File: src/rtl/axi_stream_pkg.sv
// Shared constants for the core-to-fabric AXI-Stream transmitter.
package axi_stream_pkg;

  localparam int TDEST_W   = 8;
  localparam int TID_W     = 8;
  localparam int PKT_CNT_W = 16;

  // Destination-lock FSM encoding.
  localparam logic [0:0] ST_IDLE      = 1'b0;
  localparam logic [0:0] ST_IN_PACKET = 1'b1;

  // Width of one buffered beat: {data, keep, last, dest}.
  function automatic int entry_width(input int bus_w);
    return bus_w + bus_w / 8 + 1 + TDEST_W;
  endfunction

endpackage

File: src/rtl/axi_stream_sync_fifo.sv
// Single-clock FIFO with registered occupancy and a combinational head read.
module axi_stream_sync_fifo #(
  parameter int WIDTH = 8,
  parameter int DEPTH = 4
) (
  input  logic             i_clk,
  input  logic             i_aresetn,
  input  logic             push,
  input  logic             pop,
  input  logic [WIDTH-1:0] wdata,
  output logic [WIDTH-1:0] rdata,
  output logic             full,
  output logic             empty
);

  localparam int PTR_W = $clog2(DEPTH);
  localparam logic [PTR_W:0] FULL_CNT = (PTR_W + 1)'(DEPTH);

  logic [WIDTH-1:0] mem [DEPTH];
  logic [PTR_W-1:0] wr_ptr;
  logic [PTR_W-1:0] rd_ptr;
  logic [PTR_W:0]   count;
  logic             do_push;
  logic             do_pop;

  // Guard against overflow/underflow even if the caller does not.
  assign do_push = push && !full;
  assign do_pop  = pop && !empty;

  assign full  = (count == FULL_CNT);
  assign empty = (count == '0);
  assign rdata = mem[rd_ptr];

  // Storage, pointers and occupancy; storage is cleared so the head reads zero after reset.
  always_ff @(posedge i_clk or negedge i_aresetn) begin
    if (!i_aresetn) begin
      for (int i = 0; i < DEPTH; i++) mem[i] <= '0;
      wr_ptr <= '0;
      rd_ptr <= '0;
      count  <= '0;
    end else begin
      if (do_push) begin
        mem[wr_ptr] <= wdata;
        wr_ptr      <= wr_ptr + 1'b1;
      end
      if (do_pop) rd_ptr <= rd_ptr + 1'b1;
      case ({do_push, do_pop})
        2'b10:   count <= count + 1'b1;
        2'b01:   count <= count - 1'b1;
        default: count <= count;
      endcase
    end
  end

endmodule

File: src/rtl/axi_stream_write_extended.sv
// AXI-Stream master: buffers core beats, locks TDEST per packet, counts packets sent.
//
// Handshakes: on both the core side (i_input_valid/o_input_ready) and the AXI side
// (o_tvalid/i_tready) a transfer happens on a rising edge where valid and ready are
// both high; valid never depends on ready, and once valid is raised the payload is
// held until that transfer.
module axi_stream_write_extended
  import axi_stream_pkg::*;
#(
  parameter int BUS_WIDTH  = 16,
  parameter int FIFO_DEPTH = 4
) (
  input  logic                   i_clk,
  input  logic                   i_aresetn,
  input  logic [31:0]            i_core_TID,
  input  logic                   i_input_valid,
  output logic                   o_input_ready,
  input  logic [BUS_WIDTH-1:0]   i_data,
  input  logic [BUS_WIDTH/8-1:0] i_tkeep,
  input  logic                   i_tlast,
  input  logic [TDEST_W-1:0]     i_dest,
  output logic                   o_tvalid,
  input  logic                   i_tready,
  output logic [BUS_WIDTH-1:0]   o_tdata,
  output logic [BUS_WIDTH/8-1:0] o_tkeep,
  output logic [TDEST_W-1:0]     o_tdest,
  output logic [TID_W-1:0]       o_tid,
  output logic                   o_tlast,
  output logic [PKT_CNT_W-1:0]   o_packets_sent,
  output logic                   o_busy,
  output logic [0:0]             o_dbg_state
);

  localparam int KEEP_W  = BUS_WIDTH / 8;
  localparam int ENTRY_W = entry_width(BUS_WIDTH);

  logic [0:0]           r_state;
  logic [TDEST_W-1:0]   r_pkt_dest;
  logic                 r_ready_en;
  logic [PKT_CNT_W-1:0] r_pkt_cnt;

  logic                 fifo_full;
  logic                 fifo_empty;
  logic                 push;
  logic                 pop;
  logic [ENTRY_W-1:0]   wdata;
  logic [ENTRY_W-1:0]   rdata;
  logic [TDEST_W-1:0]   entry_dest;

  logic [BUS_WIDTH-1:0] head_data;
  logic [KEEP_W-1:0]    head_keep;
  logic                 head_last;
  logic [TDEST_W-1:0]   head_dest;

  // Only the low byte of the core ID is carried on TID.
  logic unused_tid;
  assign unused_tid = ^i_core_TID[31:TID_W];

  // Ready comes from registered state only, so i_tready never reaches it combinationally.
  assign o_input_ready = r_ready_en && !fifo_full;
  assign push          = i_input_valid && o_input_ready;
  assign pop           = !fifo_empty && i_tready;

  // Beats after the first in a packet reuse the destination latched at packet start.
  assign entry_dest = (r_state == ST_IN_PACKET) ? r_pkt_dest : i_dest;
  assign wdata      = {i_data, i_tkeep, i_tlast, entry_dest};

  axi_stream_sync_fifo #(
    .WIDTH (ENTRY_W),
    .DEPTH (FIFO_DEPTH)
  ) u_fifo (
    .i_clk     (i_clk),
    .i_aresetn (i_aresetn),
    .push      (push),
    .pop       (pop),
    .wdata     (wdata),
    .rdata     (rdata),
    .full      (fifo_full),
    .empty     (fifo_empty)
  );

  assign {head_data, head_keep, head_last, head_dest} = rdata;

  assign o_tvalid       = !fifo_empty;
  assign o_tdata        = head_data;
  assign o_tkeep        = head_keep;
  assign o_tlast        = head_last;
  assign o_tdest        = head_dest;
  assign o_tid          = i_core_TID[TID_W-1:0];
  assign o_packets_sent = r_pkt_cnt;
  assign o_busy         = (r_state == ST_IN_PACKET) || !fifo_empty;
  assign o_dbg_state    = r_state;

  // Holds input ready low until the first edge after reset is released.
  always_ff @(posedge i_clk or negedge i_aresetn) begin
    if (!i_aresetn) r_ready_en <= 1'b0;
    else            r_ready_en <= 1'b1;
  end

  // Destination lock: latch i_dest on a packet's first beat, release on its last.
  always_ff @(posedge i_clk or negedge i_aresetn) begin
    if (!i_aresetn) begin
      r_state    <= ST_IDLE;
      r_pkt_dest <= '0;
    end else if (push) begin
      if (r_state == ST_IDLE) begin
        if (!i_tlast) begin
          r_pkt_dest <= i_dest;
          r_state    <= ST_IN_PACKET;
        end
      end else if (i_tlast) begin
        r_state <= ST_IDLE;
      end
    end
  end

  // Count packets whose last beat was accepted downstream; wraps naturally.
  always_ff @(posedge i_clk or negedge i_aresetn) begin
    if (!i_aresetn)             r_pkt_cnt <= '0;
    else if (pop && head_last)  r_pkt_cnt <= r_pkt_cnt + 1'b1;
  end

endmodule

File: config.mk
export PLATFORM = sky130hd
export DESIGN_NAME = axi_stream_write_extended
export DESIGN_NICKNAME = d
export VERILOG_FILES = /design/src/rtl/axi_stream_pkg.sv /design/src/rtl/axi_stream_sync_fifo.sv /design/src/rtl/axi_stream_write_extended.sv
export SDC_FILE = /design/constraint.sdc
export NUM_CORES = 1
export LEC_CHECK = 0
export BUFFER_PORTS_ARGS = -buffer_cell sky130_fd_sc_hd__clkbuf_2
export CORE_ASPECT_RATIO = 1.25
export CORE_MARGIN = 8
export CORE_UTILIZATION = 52
export CTS_CLUSTER_DIAMETER = 100
export DETAILED_ROUTE_END_ITERATION = 10
export MAX_ROUTING_LAYER = met4
export PLACE_DENSITY = 0.75
export REMOVE_ABC_BUFFERS = 1
export SETUP_SLACK_MARGIN = 0.1
export SKIP_CTS_REPAIR_TIMING = 1
export SYNTH_ARGS = -nofsm -noshare
export SYNTH_HDL_FRONTEND = slang
export SYNTH_SLANG_ARGS = --single-unit
File: constraint.sdc
create_clock -name i_clk -period 5.1 [get_ports i_clk]
set_clock_uncertainty 0.15 [all_clocks]
set_input_delay 0.765 -clock i_clk [delete_from_list [all_inputs] [get_ports i_clk]]
set_output_delay 0.765 -clock i_clk [all_outputs]
set_load 0.01 [all_outputs]
==> After elaboration in Yosys (flattened, before gate mapping) <==
Cells that the tools add are included.
{ "op_classes": {"n_eq_ne": 3, "order_cmp": 3, "mux": 9, "addsub": 5, "n_reduce_logical": 13, "bitwise_logic": 4} }
{ "op_table": {"columns": ["cell", "n"], "rows": [
  ["108-bit bitwise mux", 1],
  ["27-bit 2-to-1 mux", 3],
  ["27-bit binary-select mux with 2-bit select", 1],
  ["27-bit demux with 2-bit select", 1],
  ["16-bit by 1-bit adder with 16-bit output, second input constant", 1],
  ["8-bit 2-to-1 mux", 1],
  ["1-bit logical AND", 7],
  ["3-bit greater-or-equal comparator, second input constant", 2],
  ["2-bit NOT with 3-bit output", 2],
  ["3-bit one-hot mux with 2 select lines", 1],
  ["2-bit by 1-bit adder with 2-bit output, second input constant", 2],
  ["3-bit by 1-bit adder with 3-bit output, second input constant", 1],
  ["3-bit == test, second input constant", 1],
  ["3-bit logical NOT", 1],
  ["3-bit by 1-bit < comparator with 1-bit output, second input constant", 1],
  ["3-bit AND reduction", 1],
  ["3-bit by 1-bit subtractor with 3-bit output, second input constant", 1],
  ["2-bit by 1-bit == test with 1-bit output, second input constant", 1],
  ["2-bit == test, second input constant", 1],
  ["1-bit logical NOT", 2],
  ["1-bit NOT", 2],
  ["2-bit nonzero test", 1],
  ["1-bit logical OR", 1],
  ["1-bit 2-to-1 mux", 1]
]} }
{ "totals": {"out_inout_bits": 55, "ff_bits": 141} }

==> Longest topological paths before layout <==
Gate-level depths: netlist (run 1).
{ "depth": {"word_depth": 7, "depth_mapped": 10, "depth_no_buf": 9} }

==> By module <==
A second synthesis (run 1) with hierarchy kept.
{ "hier_totals": {"hier_cells": 400, "area_unflattened_um2": 6427.4} }
{ "modules_own_cells": {"columns": ["module", "area_per_inst_um2", "seq_area_each_um2", "instances", "cells_each"], "rows": [
  ["axi_stream_sync_fifo", 5119.9, 2877.8, 1, 297],
  ["axi_stream_write_extended", 1307.5, 650.6, 1, 103]
]} }

==> Worst setup path before layout (run 1) <==
OpenSTA, ideal clock, no wires.
{ "synth_timing": {"path_type": "register -> output", "startpoint": "reg u_fifo.rd_ptr[0]", "endpoint": "out o_tdata[0]", "t_required_ps": 4185, "path_slack_ps": 2673, "stages_incl_launch_ff": 4, "arrival_time_ps": 1512, "cell_sequence": "dfrtp_1 buf_2 buf_2 mux4_2"} }
{ "synth_between": {"elab_chain_cells": 4} }
{ "synth_rtl": {"columns": ["item", "line_no", "source"], "rows": [
  ["start: declaration", "axi_stream_sync_fifo.sv:21", "logic [PTR_W-1:0] rd_ptr;"],
  ["start signal: assignment", "axi_stream_sync_fifo.sv:46", "if (do_pop) rd_ptr <= rd_ptr + 1'b1;"],
  ["2-bit NOT with 3-bit output (not written as such)", "axi_stream_sync_fifo.sv:32", "assign rdata = mem[rd_ptr];"],
  ["27-bit binary-select mux with 2-bit select", "axi_stream_sync_fifo.sv:32", null],
  ["27-bit 2-to-1 mux (not written as such) (2 in series)", "axi_stream_sync_fifo.sv:32", null],
  ["end: declaration", "axi_stream_write_extended.sv:24", "output logic [BUS_WIDTH-1:0] o_tdata,"]
]} }
No other way between the ends. The select of a mux whose other input is x is not followed.

==> Worst setup path after layout (run 1) <==
{ "layout_timing": {"startpoint": "reg u_fifo.rd_ptr[0]", "endpoint": "out o_tlast"} }
{ "layout_between": {"elab_chain_cells": 4} }
{ "layout_rtl": {"columns": ["item", "line_no", "source"], "rows": [
  ["2-bit NOT with 3-bit output (not written as such)", "axi_stream_sync_fifo.sv:32", null],
  ["27-bit binary-select mux with 2-bit select", "axi_stream_sync_fifo.sv:32", null],
  ["27-bit 2-to-1 mux (not written as such) (2 in series)", "axi_stream_sync_fifo.sv:32", null],
  ["end: declaration", "axi_stream_write_extended.sv:28", "output logic o_tlast,"]
]} }
No other way between the ends. The select of a mux whose other input is x is not followed.

==> results.cfg, run 1 <==
[synth]
synthFlopType = dfrtp_1
synthArstFlopShare_pct = 100.0
ys_warn_count = 0
synth_edf_count = 0
ys_ff_latch = 141
syn_area_sq_mm = 0.006315
netlist_instances = 401
synth_area_per_cell_sq_um = 15.75
ys_types = 33
ys_seq_area_share_pct = 55.87

[die]
initial_core_util_pct = 52.66
dieArea_sq_mm = 0.01595
core-area_sq_mm = 0.01199
fp.dieW_um = 114.6
pin_count = 118
die_y_um = 139.2
rows = 45

[flow_run]
drv_cap = 0

[setup_path]
crit_buf_inv = 1
worstSetupPathType = reg2out
slowest_stage = dfrtp_2
endpoint_kind = output port
cp_num_cells = 2
cp_top_family = flip-flops
arrival_ps = 2280
cp-start-kind = flop
critPathMaxStageDelay_ps = 1030
cp_max_fo = 29
required_ps = 4180
reg2reg_depth = 3
crit_chain = mux4_2 > clkbuf_2

[cells_and_area]
area_growth_pct = 16.80
n_antenna_cell = 0
drive_gt1_share_pct = 54.94
nets = 543
stdcell_count = 650
fin_util_pct = 61.50

[timing]
timing.final.max_slew_violations = 0
finalHoldViolCount = 0
fmax_mhz = 312.5
worstMarginPinSlew_ps = 1014
post-route-period-util_pct = 62.74
fin_crit_ps = 3200
max_slew_margin_pct = 32.41
holdWs_ps = 293.7
setup_tns_ps = 0
setup_viol_count_final = 0
rsz0062_at_grt = no

[detailed_routing]
wl_um = 12200
drt-initial-drc-count = 110
routedWlPerCell_um = 18.76
first_pass_iters = 4
vias = 3500
route.detailed.drc = 0
ant_nets = 0
viasPerCell = 5.385

[global_route]
grt_pass1_vias = 3874
antenna_found_initial = 0
gr-usage-all-layers_pct = 16.89
grt_max_degree = 101
grt_pass1_wl_um = 20130
grt_overflow = 0

[power_and_ir_drop]
p_switching_mw = 1.492
ir_drop_v = 0.0002681
power.leakage_nw = 3.396
powerDensity_mw_per_mm2 = 674.9
intPower_mw = 3.487
clkPwrFrac_pct = 26.0
comb_power_share_pct = 34.0
p_sw_share_pct = 29.96
seqPwrFrac_pct = 40.0

[placed_design]
gp_congestion = 0.6948
portBuffers = 77
post-dp-hpwl_um = 7821
placedCellCount = 618

[hold_path]
hp-class = in2async

[clock_tree]
cts_buffer_depth = 2
numCtsBuffers = 17
cts_tree = built
cts-root-buf = clkbuf_16
cts_sinks = 141
cts.clk_slew.worst_paths_ps = 60
clock_latency_ps = 410
htree_levels = 4

[outcome]
outcome = finished clean
layout make-up:
cell class / instances / area [sq um]
Fill cell: 928 / 4617
Sequential cell: 141 / 3530
Multi-Input combinational cell: 225 / 2571
Clock buffer: 22 / 464.2
Timing Repair Buffer: 79 / 406.6
Tap cell: 164 / 205.2
Clock inverter: 10 / 162.7
Inverter: 9 / 36.28
synthesized netlist by cell type, types with 4 or more instances:
cell type	count	area, sq um
nand3_1	4	20.02
inv_1	8	30.03
ha_1	6	75.07
buf_2	5	25.02
nand2_2	4	25.02
buf_4	16	120.1
mux2_4	8	120.1
mux2_2	117	1318
xnor2_1	12	105.1
mux4_2	27	608.1
nor2_1	8	30.03
xor2_1	9	78.83
dfrtp_1	141	3528
nand2_1	8	30.03
nand4_1	4	25.02
layout by cell type, fill, tap and decap left out, drive strengths merged:
cell type / count
dfrtp: 141
mux2: 125
clkbuf: 98
mux4: 27
xnor2: 12
nand2: 12
xor2: 9
inv: 9
nor2: 8
ha: 6
nand4: 4
nand3: 4
bufinv: 4
clkinv: 4
buf: 3
o21ai: 2
and3: 2
and4: 2
and2: 2
clkinvlp: 2
o311a: 1
o31a: 1
a21boi: 1
or2: 1
or3: 1
nor3: 1
nand2b: 1
mux2i: 1
fa: 1
conb: 1
layer usage:
metal	part of all wire [%]	vias to the layer above	global-route usage (%)
met1	42	1819	19.91
met5	0	-	-
met2	51	84	26.87
li1	-	1584	-
met3	5.3	13	5.272
met4	1.5	0	5.481
stage by stage:
| step | total power [mW] | instance area (sq um) | worst slack, ps |
|---|---|---|---|
| 6_report | 4.978 | 7376 | 1900 |
| 5_1_grt | 5.268 | 7376 | 1724 |
| 4_1_cts | 5.038 | 7376 | 1814 |
| 3_5_place_dp | 3.727 | 6749 | 2273 |
| 3_3_place_gp | 3.626 | 6749 | 2271 |
| 2_1_floorplan | 3.128 | 6136 | 2240 |
registers in the layout, indices dropped and copies added (netlist names):
signal	count
u_fifo.wr_ptr	2
r_ready_en	1
o_dbg_state	1
o_packets_sent	16
r_pkt_dest	8
u_fifo.count	3
u_fifo.rd_ptr	2
u_fifo.mem	108
worst paths after layout:
check                                     endpoint          startpoint  slack [ps]
worst max-delay path                       o_tlast    u_fifo.rd_ptr[0]        1900
worst min-delay path             o_packets_sent[9]           i_aresetn         290
worst max register to register   o_packets_sent[1]    u_fifo.rd_ptr[0]        2550
worst min register to register  o_packets_sent[15]  o_packets_sent[15]         320
max in group asynchronous           u_fifo.mem[25]           i_aresetn        3370
min in group i_clk              o_packets_sent[15]  o_packets_sent[15]         320
logic make-up after synthesis:
logic type,Yosys count,share of synthesized area [%]
AOI/OAI and AO/OA,5,0.5747
xor gates and xnor gates,21,2.913
adders and majority gates,7,1.506
buffers and inverters,35,3.408
DFF,141,55.87
muxes,153,32.55
other,1,0.05938
and+or+nand+nor,38,3.111
power groups by stage:
stage               logic [mW]  registers [mW]  clock network (mW)
detailed placement        1.72            2.01                   0
global route              1.83            2.07                1.37
floorplan                 1.21            1.92                   0
finish                    1.69            1.99                1.29
global placement          1.66            1.96                   0
CTS                       1.73            1.99                1.32
Power figures use the tool's default switching activity.
==> run 2, diff against run 1 <==
==> constraint.sdc (replaced) <==
create_clock -name i_clk -period 3.1 [get_ports i_clk]
set_clock_uncertainty 0.15 [all_clocks]
set_input_delay 0.465 -clock i_clk [delete_from_list [all_inputs] [get_ports i_clk]]
set_output_delay 0.465 -clock i_clk [all_outputs]
set_load 0.01 [all_outputs]
==> results.cfg, run 2 (same netlist as run 1, synthesis figures left out) <==
[detailed_routing]
first_pass_iters = 4
route.detailed.drc = 0
ant_nets = 0
viasPerCell = 5.394
vias = 3571
wl_um = 12430
drt-initial-drc-count = 115
routedWlPerCell_um = 18.78

[global_route]
gr-usage-all-layers_pct = 17.56
grt_max_degree = 63
gr-usage-met1_pct = 20.88
busiest_layer = met2
grt_overflow = 0
grt_pass1_vias = 3995
use_met3_pct = 3.922
antenna_found_initial = 0
grt_pass1_wl_um = 21000
met2_usage_pct = 27.80

[timing]
post-route-period-util_pct = 84.99
rsz0062_at_grt = no
fmax_mhz = 379.5
max_slew_margin_pct = 61.24
finalHoldViolCount = 0
setup_viol_count_final = 0
setup_tns_ps = 0
holdWs_ps = 148.9
fin_crit_ps = 2635
worstMarginPinSlew_ps = 581.4
timing.final.max_slew_violations = 0

[clock_tree]
htree_levels = 4
numCtsBuffers = 17
cts_tree = built
cts_sinks = 141
cts-root-buf = clkbuf_16
cts.clk_slew.worst_paths_ps = 60
cts_buffer_depth = 2
clock_latency_ps = 410

[cells_and_area]
drive_gt1_share_pct = 56.43
final_cell_mix = 140 x dfrtp_1, 117 x mux2_2, 76 x clkbuf_2, 27 x mux4_2, 17 x clkbuf_16
largest_register_ffs = 108
nets = 555
area_growth_pct = 19.10
regMostFlops = u_fifo.mem
final_common_cell = dfrtp_1
nFillCells = 894
n_antenna_cell = 0

[die]
rows = 45
die_y_um = 139.2
dieArea_sq_mm = 0.01595
core-area_sq_mm = 0.01199
initial_core_util_pct = 52.66
fp.dieW_um = 114.6
pin_count = 118

[setup_path]
cp-start-kind = flop
worstSetupPathType = reg2out
critPathMaxStageDelay_ps = 620
cp_max_fo = 12
crit_chain = buf_4 > mux4_2 > clkbuf_2
reg2reg_slack_ps = 730
arrival_ps = 2020
endpoint_kind = output port
required_ps = 2480
slowest_stage = dfrtp_2

[outcome]
outcome = finished clean

[placed_design]
gp_congestion = 0.7166
portBuffers = 77
post-dp-hpwl_um = 8453

[hold_path]
hp-class = in2reg

[power_and_ir_drop]
ir_drop_v = 0.0004940
powerDensity_mw_per_mm2 = 1121
power.leakage_nw = 3.477

[flow_run]
drv_cap = 0
## run 2: cell count changes in the layout (fill, tap and decap cells not counted), sizes merged
| cell | delta |
|---|---|
| buf | +11 |
| clkbuf | -4 |
| bufinv | +2 |
| clkinv | +1 |
| dlygate4sd3 | +1 |
| inv | +1 |
## run 2: cell type report
| cell class | instances | area, sq um | share of cell area, % |
|---|---|---|---|
| inverters | 9 | 36.28 | 0.4824 |
| flip-flops and latches | 141 | 3530 | 46.93 |
| multi-input cells | 225 | 2571 | 34.19 |
| repair buffers | 91 | 499.2 | 6.638 |
| clock buffers | 18 | 439.2 | 5.839 |
| clock inverters | 14 | 240.2 | 3.194 |
| well taps | 164 | 205.2 | 2.728 |
## run 2: routing by layer
| layer | part of all wire [%] | wire [um] | vias up |
|---|---|---|---|
| li1 | - | - | 1614 |
| met1 | 42 | 5222 | 1860 |
| met2 | 52 | 6476 | 80 |
| met3 | 4.1 | 507 | 17 |
| met4 | 1.8 | 225 | 0 |
| met5 | 0 | 0 | - |
## run 2: worst paths after layout
path | start | endpoint | depth (start not counted)
max | u_fifo.rd_ptr[0] | o_tkeep[0] | 3
min | i_dest[7] | r_pkt_dest[7] | 2
max reg2reg | u_fifo.count[0] | u_fifo.mem[68] | 4
min reg2reg | o_packets_sent[15] | o_packets_sent[15] | 1
max in group asynchronous | i_aresetn | u_fifo.mem[1] | 3
min in group asynchronous | i_aresetn | o_packets_sent[10] | 2
## run 2: report_power, final
part / internal (mW) / total [mW] / leakage (nW) / switching (mW)
clock network: 1.53 / 2.30 / 0.326 / 0.770
logic: 1.71 / 2.93 / 1.43 / 1.22
registers: 2.69 / 3.20 / 1.72 / 0.514
## run 2: metrics by stage
stage	std cells	power, mW	utilization [%]	cell area (sq um)	setup slack, ps
floorplan	375	5.146	-	6136	350.7
global placement	629	6.030	56.96	6832	784.9
detailed placement	629	6.206	56.96	6832	755.5
CTS	661	8.552	62.63	7511	402.0
global route	662	8.927	62.71	7521	345.9
finish	662	8.433	62.71	7521	465.3
## run 2: critical path: cells and delay by family, from the launching register on
family | cells | cell delay, ps
buf+inv | 2 | 440
flops | 1 | 620
mux | 1 | 540
